### config.mk
export PLATFORM = sky130hd
export DESIGN_NAME = fifo_wr_arbiter
export DESIGN_NICKNAME = d
export VERILOG_FILES = /design/src/rtl/fifo_wr_arbiter.sv
export SDC_FILE = /design/constraint.sdc
export NUM_CORES = 1
export LEC_CHECK = 0
export BUFFER_PORTS_ARGS = -buffer_cell sky130_fd_sc_hd__buf_2
export CAP_MARGIN = 20
export CORE_MARGIN = 4
export CORE_UTILIZATION = 30
export DETAILED_ROUTE_END_ITERATION = 10
export HOLD_SLACK_MARGIN = 0.06
export PLACE_DENSITY = 0.65
export SLEW_MARGIN = 20
export SYNTH_ARGS = -nofsm -noshare
export SYNTH_HDL_FRONTEND = slang
export SYNTH_SLANG_ARGS = --single-unit
export TNS_END_PERCENT = 10
### constraint.sdc
create_clock -name clk -period 5.3 [get_ports clk]
set_input_delay 0.265 -clock clk [delete_from_list [all_inputs] [get_ports clk]]
set_output_delay 0.265 -clock clk [all_outputs]
set_load 0.02 [all_outputs]
### src/rtl/fifo_wr_arbiter.sv
// fifo_wr_arbiter
//   Round-robin write arbiter that lets NREQ producers share the single write
//   port of a synchronous FIFO. The winning producer owns the port for one
//   burst, which ends on a beat flagged with req_last or after MAX_BURST beats.
//   Every grant costs one arbitration cycle in IDLE before beats can flow.
//
// Ports
//   clk         single clock, all logic on posedge
//   rst         synchronous reset, active-high
//   req_valid   per-requester beat valid
//   req_data    per-requester data, requester i at [i*WIDTH +: WIDTH]
//   req_last    per-requester end-of-burst flag for the current beat
//   req_ready   per-requester accept; a beat moves when valid & ready
//   fifo_wdata  write data to the FIFO
//   fifo_wpush  write strobe to the FIFO
//   fifo_wfull  full flag from the FIFO
//   grant_id    index of the current owner, meaningful only while busy
//   busy        high while a requester owns the write port

module fifo_wr_arbiter #(
    parameter int NREQ      = 4,
    parameter int WIDTH     = 16,
    parameter int MAX_BURST = 4
) (
    input  logic                      clk,
    input  logic                      rst,
    input  logic [NREQ-1:0]           req_valid,
    input  logic [NREQ*WIDTH-1:0]     req_data,
    input  logic [NREQ-1:0]           req_last,
    output logic [NREQ-1:0]           req_ready,
    output logic [WIDTH-1:0]          fifo_wdata,
    output logic                      fifo_wpush,
    input  logic                      fifo_wfull,
    output logic [$clog2(NREQ)-1:0]   grant_id,
    output logic                      busy
);

    localparam int IDW = $clog2(NREQ);
    localparam int CW  = $clog2(MAX_BURST + 1);

    typedef enum logic {
        IDLE = 1'b0,
        OWN  = 1'b1
    } state_t;

    state_t           state;
    logic [IDW-1:0]   rr_ptr;
    logic [CW-1:0]    beat_cnt;

    logic             pick_valid;
    logic [IDW-1:0]   pick_idx;
    logic [IDW:0]     pick_sum;
    logic [2*NREQ-1:0] valid_dbl;
    logic [NREQ-1:0]  valid_rot;

    logic [WIDTH-1:0] sel_data;
    logic             sel_valid;
    logic             sel_last;
    logic             own;
    logic             burst_end;
    logic [IDW-1:0]   next_ptr;

    // Round-robin pick: rotate the valid vector so rr_ptr lands on bit 0,
    // take the lowest set bit, then add rr_ptr back modulo NREQ. Doubling the
    // vector before the shift gives the cyclic wrap for free.
    always_comb begin
        valid_dbl  = {req_valid, req_valid};
        valid_rot  = NREQ'(valid_dbl >> rr_ptr);
        pick_valid = 1'b0;
        pick_sum   = '0;
        for (int k = 0; k < NREQ; k++) begin
            if (!pick_valid && valid_rot[k]) begin
                pick_valid = 1'b1;
                pick_sum   = (IDW+1)'(rr_ptr) + (IDW+1)'(k);
            end
        end
        if (pick_sum >= (IDW+1)'(NREQ)) begin
            pick_sum = pick_sum - (IDW+1)'(NREQ);
        end
        pick_idx = pick_sum[IDW-1:0];
    end

    // Owner-side view: select the granted requester's valid/data/last and
    // decide the handshake. Everything is gated by rst so the FIFO and the
    // producers see a quiet interface for the whole reset cycle.
    always_comb begin
        sel_data  = '0;
        sel_valid = 1'b0;
        sel_last  = 1'b0;
        for (int i = 0; i < NREQ; i++) begin
            if (grant_id == IDW'(i)) begin
                sel_data  = req_data[i*WIDTH +: WIDTH];
                sel_valid = req_valid[i];
                sel_last  = req_last[i];
            end
        end

        own        = (state == OWN) && !rst;
        fifo_wpush = own && sel_valid && !fifo_wfull;
        fifo_wdata = own ? sel_data : '0;

        req_ready = '0;
        for (int i = 0; i < NREQ; i++) begin
            req_ready[i] = own && !fifo_wfull && (grant_id == IDW'(i));
        end

        burst_end = sel_last || (beat_cnt == CW'(MAX_BURST - 1));
        next_ptr  = (grant_id == IDW'(NREQ - 1)) ? '0 : grant_id + IDW'(1);
    end

    assign busy = (state == OWN) && !rst;

    // Grant FSM. IDLE spends exactly one cycle latching the round-robin winner;
    // OWN counts accepted beats and hands the pointer to the next index when
    // the burst closes. A stalled owner simply holds everything.
    always_ff @(posedge clk) begin
        if (rst) begin
            state    <= IDLE;
            rr_ptr   <= '0;
            beat_cnt <= '0;
            grant_id <= '0;
        end else begin
            case (state)
                IDLE: begin
                    if (pick_valid) begin
                        grant_id <= pick_idx;
                        beat_cnt <= '0;
                        state    <= OWN;
                    end
                end
                OWN: begin
                    if (fifo_wpush) begin
                        beat_cnt <= beat_cnt + CW'(1);
                        if (burst_end) begin
                            state  <= IDLE;
                            rr_ptr <= next_ptr;
                        end
                    end
                end
                default: state <= IDLE;
            endcase
        end
    end

endmodule

==> results of run 1 <==
state kept, by name, summed over array words and instances (netlist names):
signal    flops
rr_ptr        2
state         1
grant_id      2
beat_cnt      3
layer usage:
metal,GRT usage,vias up,wire length (µm)
met5,0,-,0
met1,0.188,715,1850
met4,0.0287,0,31
li1,-,838,-
met3,0.0482,4,417
met2,0.276,61,2010
power by group through the flow:
stage / logic (mW) / registers, mW / clock network, mW
floorplan: 0.0799 / 0.0662 / 0
global placement: 0.126 / 0.0657 / 0
detailed placement: 0.127 / 0.0658 / 0
CTS: 0.127 / 0.0648 / 0.0768
global route: 0.140 / 0.0653 / 0.0786
finish: 0.127 / 0.0648 / 0.0751
area by class of cell:
| cell class | instances | area [µm²] | area share |
|---|---|---|---|
| Timing Repair Buffer | 100 | 505 | 0.278 |
| Sequential cell | 8 | 160 | 0.0882 |
| Multi-Input combinational cell | 139 | 965 | 0.531 |
| Tap cell | 50 | 62.6 | 0.0344 |
| Clock buffer | 3 | 41.3 | 0.0227 |
| Inverter | 22 | 82.6 | 0.0455 |
cells by family (layout without fill, tap and decap cells):
kind of cell	Yosys count	count (layout)	synth area share
AND/OR/NAND/NOR	63	63	0.276
buffers and inverters	39	125	0.118
adder cells (fa/ha/maj)	6	6	0.0590
AO/OA/AOI/OAI	67	67	0.395
multiplexers	3	3	0.0256
flip-flops	8	8	0.126
final timing paths:
kind,start,end,cells past startpoint
worst max-delay path,grant_id[0],fifo_wpush,6
worst max register to register,grant_id[0],rr_ptr[1],6
worst min-delay path,rst,grant_id[1],2
worst min register to register,grant_id[1],grant_id[1],2
through the flow:
step,utilization,power (mW),cells,area (µm²)
after floorplan,-,0.146,186,1270
after global placement,0.437,0.191,319,1770
after detailed placement,0.437,0.192,319,1770
after CTS,0.447,0.269,322,1810
after global routing,0.448,0.284,322,1820
final,0.448,0.266,322,1820
cell usage in the layout (no fill, tap or decap), types with 2 or more instances in the layout:
cell,n
nor2b_1,18
nand2b_1,2
a221oi_1,17
ha_1,5
buf_4,2
dfxtp_1,8
mux2_1,2
nor2_1,5
inv_1,22
nand3b_1,2
a21oi_1,26
o21bai_1,2
nor3b_1,2
nand4b_1,2
or4_1,3
a211o_1,16
buf_2,98
and2_1,5
clkbuf_8,3
nand2_1,19
==> metrics.md, run 1 <==
| Metric | Value |
|---|---|
| Status | finished, final reports clean |
| Leading area contributor after synthesis | dfxtp_1 |
| Avg Inst Size Synth | 6.84 µm² |
| Top-count cell post-synth | a21oi_1 |
| Worst R2R Setup Slack | 2860 ps |
| DRT iter0 DRCs | 57 |
| Vias in the first global route | around 1,500 |
| Die width | 73.1 µm |
| CP delay by family, top | adder cells |
| Setup Buffers After CTS | 0 |
| Slowest CP cell | ha_1 |
| Hold WC Path Type | primary input to register |
| PortBufs | 98 |
| Req. time, crit path | 5040 ps |
| Max-Slew Margin vs Limit | 0.468 |
| Drt first pass iters | 4 |
| Peak Freq | 379 MHz |
| Hold WS | 352 ps |
| Max_cap viols | 0 |
| Comb pwr share | 0.475 |
| Worst-margin pin slew | around 800 ps |
| Root Buffer | clkbuf_8 |
| Startpoint Class | register |
| First-pass GRT wire length | roughly 6800 µm |
| Final hold violation count | 0 |
| Buf+Inv Stages, Crit Path | 2 |
| Leakage power | 0.980 nW |
| CP arrival | 2370 ps |
| Setup ws final | around 2700 ps |
| Yosys top cell area share | 0.126 |
| Flop pwr share | 0.243 |
| Cell internal pwr | 0.175 mW |
| Largest net degree at the start of global routing | 38 |
| DRC Markers | 0 |
| Clock share of power | 0.282 |
| CTS Buf Count | 3 |
| Tot GR Track Use | 0.157 |
| Clock buffer depth | 2 |
| Grt total ovfl | 0 |
| Fillers | 438 |
| Sequential area share after synthesis | 0.126 |
| Post-DRT Antenna Nets | 0 |
| Cell area after synthesis | 1270 µm² |
| Final setup fails | 0 |
| Final HPWL DP | 3240 µm |
| RSZ-0062 raised after global routing | false |
| Starting Density | 0.314 |
| Max H-tree Level | 1 |
| Synthesized Nets | 267 |
| Final Max Slew Viols | 0 |
| FFs w/ async S/R, synth | 0 |
| TNS Setup | 0 ps |
| Worst Clk Skew | ~3.9 ps |
| CORE AREA | 4060 µm² |
| CTS Sinks | 8 |
| WL per Instance | 13.4 µm |
| Post_cts resized | 0 |
| Clock-pin slew on the worst setup and hold paths | 40 ps |
| Number of synthesized flops with an enable pin | 0 |
| Power per standard cell area | 147 nW/µm² |
| DP Worst Slack | about 2500 ps |
| CTS tree | yes |
| Post-synthesis register bit count | 8 |
| Largest stage delay, worst path | 620 ps |
| Die height | around 73 µm |
| Final Wtd Congestion | 0.801 |
| IO Count | roughly 100 |
| Top_reg_cell synth | dfxtp_1 |
| Hold_buf cts | 0 |
| Area Growth Syn to Fin | 42.8% |
| Worst VDD drop | 0.0817 mV |
| Critical path class | register to primary output |
| # nets final | 355 |
| Fin crit period | 2640 ps |
| P_sw | 0.0912 mW |
| Setup crit end kind | primary output |
| YS warnings | 0 |
| Total routed wirelength | between 4000 and 5000 µm |
| Cells after Synth | 186 |
| Clock latency on the worst-skew pair | between 200 and 250 ps |
| Rows | 23 |
| Initial antenna violation count | 0 |
| Share of cells above drive strength 1 | 0.390 |
| Area contributors post-synth | dfxtp_1 13%, a221oi_1 12%, a211o_1 11% |
| Switching part of the total | 0.342 |
| ANT cells | 0 |
| Vias after detailed routing | approximately 1,600 |
| DR vias/cell | 5.02 |
| Max FO, Critical Path | 19 |
| Synth cell count leaders | 26 x a21oi_1, 22 x inv_1, 19 x nand2_1, 18 x nor2b_1, 17 x a221oi_1 |
| Final period util | 0.498 |
| Total Die Area | 5350 µm² |
| CP Cell Sequence | inv_1 -> ha_1 -> nand3b_1 -> a2111oi_4 -> nand2b_1 -> buf_2 |
| Synth cell types | 32 |
Note: power is estimated with default switching activity, not from simulation.
==> run 2: changes to the inputs <==
--- a/config.mk
+++ b/config.mk
@@ -5,6 +5,7 @@
 export SDC_FILE = /design/constraint.sdc
 export NUM_CORES = 1
 export LEC_CHECK = 0
+export ABC_AREA = 1
 export BUFFER_PORTS_ARGS = -buffer_cell sky130_fd_sc_hd__buf_2
 export CAP_MARGIN = 20
 export CORE_MARGIN = 4
==> constraint.sdc (replaced) <==
create_clock -name clk -period 2.6 [get_ports clk]
set_input_delay 0.13 -clock clk [delete_from_list [all_inputs] [get_ports clk]]
set_output_delay 0.13 -clock clk [all_outputs]
set_load 0.02 [all_outputs]
==> run 2 against run 1 <==
Setup slack worse by 2300 ps. Worst hold slack worse by 250 ps. Combinational power rose to 2.8 times the previous value. Cell area down 0.76%. Register-to-register slack worse by 2400 ps. Clock power up 94%.
==> metrics.md, run 2 <==
| Metric | Value |
|---|---|
| CP arrival | between 2000 and 2500 ps |
| Worst VDD drop | 0.260 mV |
| Max-Slew Margin vs Limit | 0.594 |
| Post-DRT Antenna Nets | 0 |
| Final Max Slew Viols | 0 |
| Final HPWL DP | 4190 µm |
| Worst R2R Setup Slack | roughly 470 ps |
| Max H-tree Level | 1 |
| Synth cell count leaders | 52 x o21ai_0, 41 x a21oi_1, 35 x nand2_1, 33 x nor2_1, 16 x inv_1 |
| YS warnings | 0 |
| Clock latency on the worst-skew pair | 230 ps |
| Die height | 72.9 µm |
| Worst-margin pin slew | 609 ps |
| Die width | about 73 µm |
| Slowest CP cell | ha_1 |
| Initial antenna violation count | 0 |
| Clock-pin slew on the worst setup and hold paths | 40 ps |
| Req. time, crit path | 2470 ps |
| Final setup fails | 0 |
| CTS Sinks | 8 |
| FFs w/ async S/R, synth | 0 |
| Largest net degree at the start of global routing | 34 |
| Leading area contributor after synthesis | o21ai_0 |
| Cells after Synth | 236 |
| Share of cells above drive strength 1 | 0.342 |
| First-pass GRT wire length | 7830 µm |
| Rows | 23 |
| Cell area after synthesis | 1260 µm² |
| Final Wtd Congestion | around 0.93 |
| Clock share of power | 0.228 |
| Total Die Area | 5320 µm² |
| Hold_buf cts | 0 |
| Most frequent cells in the layout | 98 x buf_2, 52 x o21ai_0, 41 x a21oi_1, 35 x nand2_1, 33 x nor2_1 |
| DRC Markers | 0 |
| CTS tree | yes |
| Area contributors post-synth | o21ai_0 21%, a21oi_1 16%, dfxtp_1 13% |
| Area Growth Syn to Fin | 42.5% |
| Switching part of the total | 0.429 |
| Critical path class | register to primary output |
| Root Buffer | clkbuf_8 |
| Drt first pass iters | 5 |
| Status | finished, final reports clean |
| Leakage power | between 0.9 and 1 nW |
| Largest stage delay, worst path | 550 ps |
| Number of synthesized flops with an enable pin | 0 |
| DR vias/cell | 5.08 |
| # nets final | 408 |
| Max FO, Critical Path | 19 |
| WL per Instance | roughly 13 µm |
| Top-count cell post-synth | o21ai_0 |
| Flop pwr share | 0.214 |
| Avg Inst Size Synth | 5.36 µm² |
| Clock buffer depth | 2 |
| CP delay by family, top | compound AO/OA/AOI/OAI gates |
| Fillers | ~450 |
| TNS Setup | 0 ps |
| Commonest non-fill, non-tap cell in the layout | buf_2 |
| Top_reg_cell synth | dfxtp_1 |
| Register with the most flip-flops | beat_cnt |
| CORE AREA | 4030 µm² |
| Top flop regs | beat_cnt (3), grant_id (2), rr_ptr (2) |
| Post_cts resized | 0 |
| ANT cells | 0 |
| Post-synthesis register bit count | 8 |
| Max reg flops | 3 |
| Fin crit period | 2210 ps |
| RSZ-0062 raised after global routing | false |
| Starting Density | 0.314 |
| PortBufs | 98 |
| Grt total ovfl | 0 |
| Synth cell types | 23 |
| Synthesized Nets | 317 |
| CTS Buf Count | 3 |
| Vias in the first global route | 1,733 |
| Final hold violation count | 0 |
| Cell internal pwr | 0.365 mW |
| Startpoint Class | register |
| Hold WS | 106 ps |
| Vias after detailed routing | 1,906 |
| Buf+Inv Stages, Crit Path | 2 |
| Final period util | 0.850 |
| P_sw | 0.275 mW |
| Sequential area share after synthesis | 0.127 |
| Setup crit end kind | primary output |
| CP Cell Sequence | inv_1 -> ha_1 -> a21oi_1 -> o21ai_0 -> o21ai_0 -> a21oi_1 -> buf_2 |
| Peak Freq | 453 MHz |
| Hold WC Path Type | primary input to register |
| IO Count | 99 |
| Power per standard cell area | 355 nW/µm² |
| Tot GR Track Use | 0.184 |
| Yosys top cell area share | 0.206 |
| Worst Clk Skew | 4.24 ps |
| Total routed wirelength | 5030 µm |
| Design Power | 0.640 mW |
| Max_cap viols | 0 |
| DRT iter0 DRCs | between 60 and 70 |
| Setup Buffers After CTS | 0 |
| Comb pwr share | 0.559 |
-- run 2: metal layers --
metal	GRT usage	up-vias	routed length [µm]
met5	0	-	0
met4	0.0471	0	79
met3	0.0344	11	525
met2	0.342	96	2490
met1	0.215	827	1940
li1	-	972	-
-- run 2: power by group through the flow --
| stage | combinational (mW) | clock, mW | sequential, mW |
|---|---|---|---|
| 4_1_cts | 0.361 | 0.152 | 0.137 |
| 2_1_floorplan | 0.227 | 0 | 0.140 |
| 3_5_place_dp | 0.360 | 0 | 0.139 |
| 5_1_grt | 0.402 | 0.161 | 0.138 |
| 6_report | 0.357 | 0.146 | 0.137 |
| 3_3_place_gp | 0.358 | 0 | 0.138 |
-- run 2: final cells by class --
| type | instances | area, µm² | share of cell area |
|---|---|---|---|
| tap | 50 | 62.6 | 0.0347 |
| clock buffer | 3 | 41.3 | 0.0229 |
| timing repair buffer | 101 | 513 | 0.285 |
| inverter | 21 | 78.8 | 0.0437 |
| multi-input combinational | 192 | 947 | 0.525 |
| sequential | 8 | 160 | 0.0888 |
-- run 2: path summary, 6_finish.rpt --
| check | startpoint | cells past startpoint | endpoint |
|---|---|---|---|
| setup / recovery | grant_id[0] | 7 | fifo_wdata[6] |
| hold / removal | rst | 2 | beat_cnt[2] |
| hold reg to reg | beat_cnt[0] | 1 | beat_cnt[0] |
| setup reg to reg | grant_id[0] | 9 | beat_cnt[2] |
-- run 2: kinds of logic (layout without fill, tap and decap cells) --
family / count (synthesis) / in the layout / share of synthesized area
and+or+nand+nor: 87 / 87 / 0.283
DFF: 8 / 8 / 0.127
xor gates and xnor gates: 1 / 1 / 0.00693
AOI/OAI and AO/OA: 98 / 98 / 0.400
adders and majority gates: 6 / 6 / 0.0593
buffers and inverters: 36 / 125 / 0.125
-- run 2: metrics by stage --
stage	util	cell area [µm²]	worst slack (ps)	instances
finish	0.448	1800	391	375
detailed placement	0.437	1760	464	372
global route	0.448	1800	187	375
floorplan	-	1260	619	236
global placement	0.437	1760	598	372
CTS	0.448	1800	380	375
